**config.mk**
```make
export PLATFORM = sky130hd
export DESIGN_NAME = complex_stream_assembler_flat
export DESIGN_NICKNAME = d
export VERILOG_FILES = /design/src/rtl/complex_stream_assembler_if.sv /design/src/rtl/complex_stream_assembler.sv /design/src/flat_wrapper.sv
export SDC_FILE = /design/constraint.sdc
export NUM_CORES = 1
export LEC_CHECK = 0
export BUFFER_PORTS_ARGS = -buffer_cell sky130_fd_sc_hd__buf_4
export CAP_MARGIN = 15
export CORE_MARGIN = 2
export CORE_UTILIZATION = 56
export CTS_CLUSTER_DIAMETER = 30
export DETAILED_ROUTE_END_ITERATION = 10
export GPL_ROUTABILITY_DRIVEN = 0
export PLACE_DENSITY = 0.84
export SYNTH_ARGS = -nofsm -noshare
export SYNTH_HDL_FRONTEND = slang
export SYNTH_SLANG_ARGS = --single-unit
```
**constraint.sdc**
```tcl
create_clock -name clk -period 2.6 [get_ports clk]
set_input_delay 0.39 -clock clk [delete_from_list [all_inputs] [get_ports clk]]
set_output_delay 0.39 -clock clk [all_outputs]
set_load 0.03 [all_outputs]
```
**src/rtl/complex_stream_assembler_if.sv**
```systemverilog
// complex_stream_assembler_if: half-word input stream and complex-word output stream
interface complex_stream_assembler_if #(parameter int CNT_W = 16);
  logic [31:0]      in_data;
  logic             in_valid;
  logic             in_ready;
  logic             in_last;
  logic             conj_en;
  logic [63:0]      out_data;
  logic             out_valid;
  logic             out_ready;
  logic             out_last;
  logic             frame_err;
  logic [CNT_W-1:0] word_count;
  modport master (
    output in_data, in_valid, in_last, conj_en, out_ready,
    input  in_ready, out_data, out_valid, out_last, frame_err, word_count
  );
  modport slave (
    input  in_data, in_valid, in_last, conj_en, out_ready,
    output in_ready, out_data, out_valid, out_last, frame_err, word_count
  );
endinterface

```
**src/rtl/complex_stream_assembler.sv**
```systemverilog
// complex_stream_assembler: pairs real/imag 32-bit halves into registered 64-bit complex words
module complex_stream_assembler #(
  parameter int CNT_W = 16
) (
  input logic clk,
  input logic reset,
  complex_stream_assembler_if.slave s
);
  typedef enum logic {S_REAL, S_IMAG} state_t;
  state_t           state_q, state_d;
  logic [31:0]      real_q, real_d;
  logic             conj_q, conj_d;
  logic [63:0]      out_data_q, out_data_d;
  logic             out_last_q, out_last_d;
  logic             out_valid_q, out_valid_d;
  logic             frame_err_q, frame_err_d;
  logic [CNT_W-1:0] count_q, count_d;
  logic             in_ready, beat, drain;
  always_comb begin
    in_ready    = state_q == S_REAL ? 1'b1 : !out_valid_q || s.out_ready;
    beat        = s.in_valid && in_ready;
    drain       = out_valid_q && s.out_ready;
    state_d     = state_q;
    real_d      = real_q;
    conj_d      = conj_q;
    out_data_d  = out_data_q;
    out_last_d  = out_last_q;
    out_valid_d = drain ? 1'b0 : out_valid_q;
    frame_err_d = 1'b0;
    count_d     = count_q + CNT_W'(drain);
    // a last marker on a real beat is a framing error: the beat is dropped
    if (beat && state_q == S_REAL) begin
      frame_err_d = s.in_last;
      if (!s.in_last) begin
        real_d  = s.in_data;
        conj_d  = s.conj_en;
        state_d = S_IMAG;
      end
    end
    if (beat && state_q == S_IMAG) begin
      out_data_d  = {real_q, s.in_data[31] ^ conj_q, s.in_data[30:0]};
      out_last_d  = s.in_last;
      out_valid_d = 1'b1;
      state_d     = S_REAL;
    end
  end
  always_ff @(posedge clk) begin
    if (reset) begin
      state_q     <= S_REAL;
      real_q      <= '0;
      conj_q      <= 1'b0;
      out_data_q  <= '0;
      out_last_q  <= 1'b0;
      out_valid_q <= 1'b0;
      frame_err_q <= 1'b0;
      count_q     <= '0;
    end else begin
      state_q     <= state_d;
      real_q      <= real_d;
      conj_q      <= conj_d;
      out_data_q  <= out_data_d;
      out_last_q  <= out_last_d;
      out_valid_q <= out_valid_d;
      frame_err_q <= frame_err_d;
      count_q     <= count_d;
    end
  end
  assign s.in_ready   = in_ready;
  assign s.out_data   = out_data_q;
  assign s.out_last   = out_last_q;
  assign s.out_valid  = out_valid_q;
  assign s.frame_err  = frame_err_q;
  assign s.word_count = count_q;
endmodule
```
**src/flat_wrapper.sv**
```systemverilog
// flat-port wrapper written by rule: the top's interface ports become plain ports
module complex_stream_assembler_flat 
#(
  parameter int CNT_W = 16
)
  (clk, reset, s_in_data, s_in_valid, s_in_last, s_conj_en, s_out_ready, s_in_ready, s_out_data, s_out_valid, s_out_last, s_frame_err, s_word_count);
  complex_stream_assembler_if #(.CNT_W(CNT_W)) s_i ();
  input logic clk;
  input logic reset;
  input wire logic [$bits(s_i.in_data)-1:0] s_in_data;
  input wire logic [$bits(s_i.in_valid)-1:0] s_in_valid;
  input wire logic [$bits(s_i.in_last)-1:0] s_in_last;
  input wire logic [$bits(s_i.conj_en)-1:0] s_conj_en;
  input wire logic [$bits(s_i.out_ready)-1:0] s_out_ready;
  output wire logic [$bits(s_i.in_ready)-1:0] s_in_ready;
  output wire logic [$bits(s_i.out_data)-1:0] s_out_data;
  output wire logic [$bits(s_i.out_valid)-1:0] s_out_valid;
  output wire logic [$bits(s_i.out_last)-1:0] s_out_last;
  output wire logic [$bits(s_i.frame_err)-1:0] s_frame_err;
  output wire logic [$bits(s_i.word_count)-1:0] s_word_count;
  assign s_i.in_data = s_in_data;
  assign s_i.in_valid = s_in_valid;
  assign s_i.in_last = s_in_last;
  assign s_i.conj_en = s_conj_en;
  assign s_i.out_ready = s_out_ready;
  assign s_in_ready = s_i.in_ready;
  assign s_out_data = s_i.out_data;
  assign s_out_valid = s_i.out_valid;
  assign s_out_last = s_i.out_last;
  assign s_frame_err = s_i.frame_err;
  assign s_word_count = s_i.word_count;
  complex_stream_assembler #(.CNT_W(CNT_W)) u_core (.clk(clk), .reset(reset), .s(s_i));
endmodule
```
==> impl_metrics.json <==
{
  "setup.worst_path.start_class": "flop",
  "cts_root_buf": "clkbuf_8",
  "ys_warn_count": 0,
  "fin_setup_tns_ps": 0,
  "synth_edf_count": 0,
  "diodes": 0,
  "clock_path_buffers": 2,
  "hold_depth": 3,
  "rsz0062_at_grt": "false",
  "grt_use_total_pct": 28.7,
  "die_area_um2": 8760,
  "arrival_ps": 2260,
  "synthToLayoutAreaGrowth_pct": 35.1,
  "rrSetupSlack_ps": 770,
  "grtUsageMet3_pct": 8.62,
  "antenna_found_initial": 0,
  "avgSynthCellArea_um2": 8.36,
  "synth_area_um2": 4500,
  "drt_first_pass_iters": 5,
  "globalRouteMet2Util_pct": 47.4,
  "post_cts_buffers": 0,
  "skew_ps": 6.82,
  "synth_nets": 579,
  "layout_setup_ws_ps": 771,
  "finalCritPeriodShare_pct": 70.3,
  "cellPowerDensity_nw_per_um2": 780,
  "whs_ps": 138,
  "cts_tree": "yes",
  "grt_pass1_wl_mm": 19.9,
  "final_cell_mix": "buf_4, dfxtp_1, a21oi_1, nand2_1, nand3_1",
  "maxCapViolations": 0,
  "io_buffer_count": 121,
  "drt_iter0_markers": 297,
  "ys.flop_type": "dfxtp_1",
  "async_reset_ff_share_pct": 0,
  "slew-limit-headroom_pct": 57.4,
  "end_kind": "flop",
  "synth.distinct_cells": 33,
  "io-pin-count": 122,
  "layout-drive-gt1-share_pct": 26.5,
  "ys_ff_latch": 117,
  "r2r-start": "u_core.s.out_valid",
  "fmax_mhz": 547,
  "final_cells": 750,
  "wire_per_inst_um": 16.5,
  "max_stage_delay_ps": 440,
  "fin_area_um2": 6070,
  "initial_core_util_pct": 57.9,
  "netlist_instances": 538,
  "cp_cell_sequence": "and2_1 > ha_1 > ha_1 > nand2_1 > or4_1 > a21oi_1",
  "cts-resized-gates": 0,
  "rows": 32,
  "fin_crit_ps": 1830,
  "post_dp_cell_area_um2": 5400,
  "clock_latency_ps": 510,
  "hold_end": "u_core.real_q[8]",
  "cts_buffers": 17,
  "die_w_um": 93.6,
  "ant_nets": 0,
  "clock_sinks": 117,
  "power_leakage_nw": 2.37,
  "r2r_cells": 6,
  "worstMarginPinSlew_ps": 640,
  "ys_seq_area_share_pct": 52.1,
  "hold_violations": 0,
  "cp_max_fo": 5,
  "timing.rr.end": "u_core.s.word_count[8]",
  "vias": 4435,
  "final_net_count": 676,
  "cp_slowest_cell": "or4_1",
  "critPathKind": "flop to flop",
  "clkTransAtPathRegs_ps": 60,
  "dp.cells": 717,
  "busiest_layer": "met2",
  "peakVddDrop_mv": 0.602,
  "status": "completed",
  "fp.dieH_um": 93.6,
  "grt_pass1_vias": 4142,
  "crit_top_cell": "ha_1",
  "grt_max_degree": 65,
  "setup_violations": 0,
  "vias_per_cell": 5.91,
  "gr-total-overflow": 0,
  "drt_wl_total_mm": 12.4,
  "htreeDepth": 4,
  "grt_util_met1_pct": 35.1,
  "coreArea_um2": 7770,
  "final_max_slew_viol_count": 0,
  "cp.required_ps": 3040,
  "remaining_drc_errors": 0,
  "worstHoldStart": "s_in_data[8]",
  "place_ws_ps": 703,
  "hold_buffers": 0,
  "dp_hpwl_mm": 7.15,
  "hp-class": "primary input to flop",
  "layout_commonest_cell": "buf_4"
}
==> how the worst max path moves through the flow <==
stage | from | end | depth (start not counted)
after global routing | u_core.s.out_valid | u_core.s.word_count[8] | 6
final | u_core.s.out_valid | u_core.s.word_count[8] | 6
after CTS | u_core.state_q | u_core.real_q[30] | 3
after global placement | s_in_valid | u_core.real_q[17] | 4
after floorplan | u_core.s.out_valid | u_core.s.word_count[14] | 6
after detailed placement | s_in_valid | u_core.real_q[25] | 4
==> final cells by class <==
| cell class | instances | area [µm²] |
|---|---|---|
| clock buffer | 23 | 487 |
| tap | 102 | 128 |
| fill | 524 | 1700 |
| multi-input combinational | 367 | 1930 |
| timing repair buffer | 129 | 1000 |
| inverter | 3 | 11.3 |
| clock inverter | 9 | 170 |
| sequential | 117 | 2340 |
==> Yosys cell counts, types with 2 or more instances <==
library cell | number | area share [%]
xnor2_1 | 2 | 0.39
clkbuf_1 | 31 | 2.6
buf_2 | 12 | 1.3
mux2_1 | 3 | 0.75
buf_1 | 3 | 0.25
dfxtp_1 | 117 | 52
and2_1 | 2 | 0.28
nor2_1 | 7 | 0.58
xor2_1 | 2 | 0.39
ha_1 | 3 | 0.84
o21ai_0 | 43 | 4.8
or3_1 | 3 | 0.42
nor2b_1 | 7 | 0.97
nand2_1 | 73 | 6.1
o21ai_1 | 24 | 2.7
o31ai_1 | 4 | 0.67
buf_4 | 4 | 0.67
nor4_2 | 4 | 1.1
nand3_1 | 68 | 7.6
inv_1 | 3 | 0.25
a21oi_1 | 107 | 12
nand4_1 | 2 | 0.28
or4_1 | 4 | 0.67
==> routing by layer <==
| metal | vias to the layer above | part of all wire, % |
|---|---|---|
| met5 | - | 0 |
| met2 | 171 | 51 |
| met3 | 29 | 6.6 |
| met1 | 2161 | 40 |
| met4 | 0 | 2.3 |
| li1 | 2074 | - |
==> metrics by stage <==
step	utilization, %	total power, mW
after floorplan	-	2.08
after global placement	69.5	2.20
after detailed placement	69.5	2.21
after CTS	78.0	4.75
after global routing	78.2	4.88
final	78.2	4.74
==> registers in the layout, summed over array words and instances, names as in the netlist <==
| register | count |
|---|---|
| u_core.s.out_valid | 1 |
| u_core.s.out_last | 1 |
| u_core.s.frame_err | 1 |
| u_core.s.word_count | 16 |
| u_core.s.out_data | 64 |
| u_core.state_q | 1 |
| u_core.conj_q | 1 |
| u_core.real_q | 32 |
==> logic make-up after synthesis <==
group                      Yosys count  synth area share (%)
AOI/OAI and AO/OA                  180                  20.4
xor gates and xnor gates             4                 0.779
adders and majority gates            3                 0.835
buffers and inverters               54                  5.34
DFF                                117                  52.1
muxes                                4                  1.00
and+or+nand+nor                    176                  19.5
==> report_power, final <==
| part | total [mW] | switching, mW | internal (mW) |
|---|---|---|---|
| combinational | 0.310 | 0.196 | 0.114 |
| sequential | 1.87 | 0.0282 | 1.84 |
| clock | 2.56 | 0.783 | 1.77 |
==> worst max-delay path: cells and delay by family, from the launching register on <==
family	cells	cell delay [ps]
AOI/OAI and AO/OA	1	160
adders and majority gates	2	440
DFF	1	370
and+or+nand+nor	3	780
No activity file was read; power rests on OpenSTA's default activity.
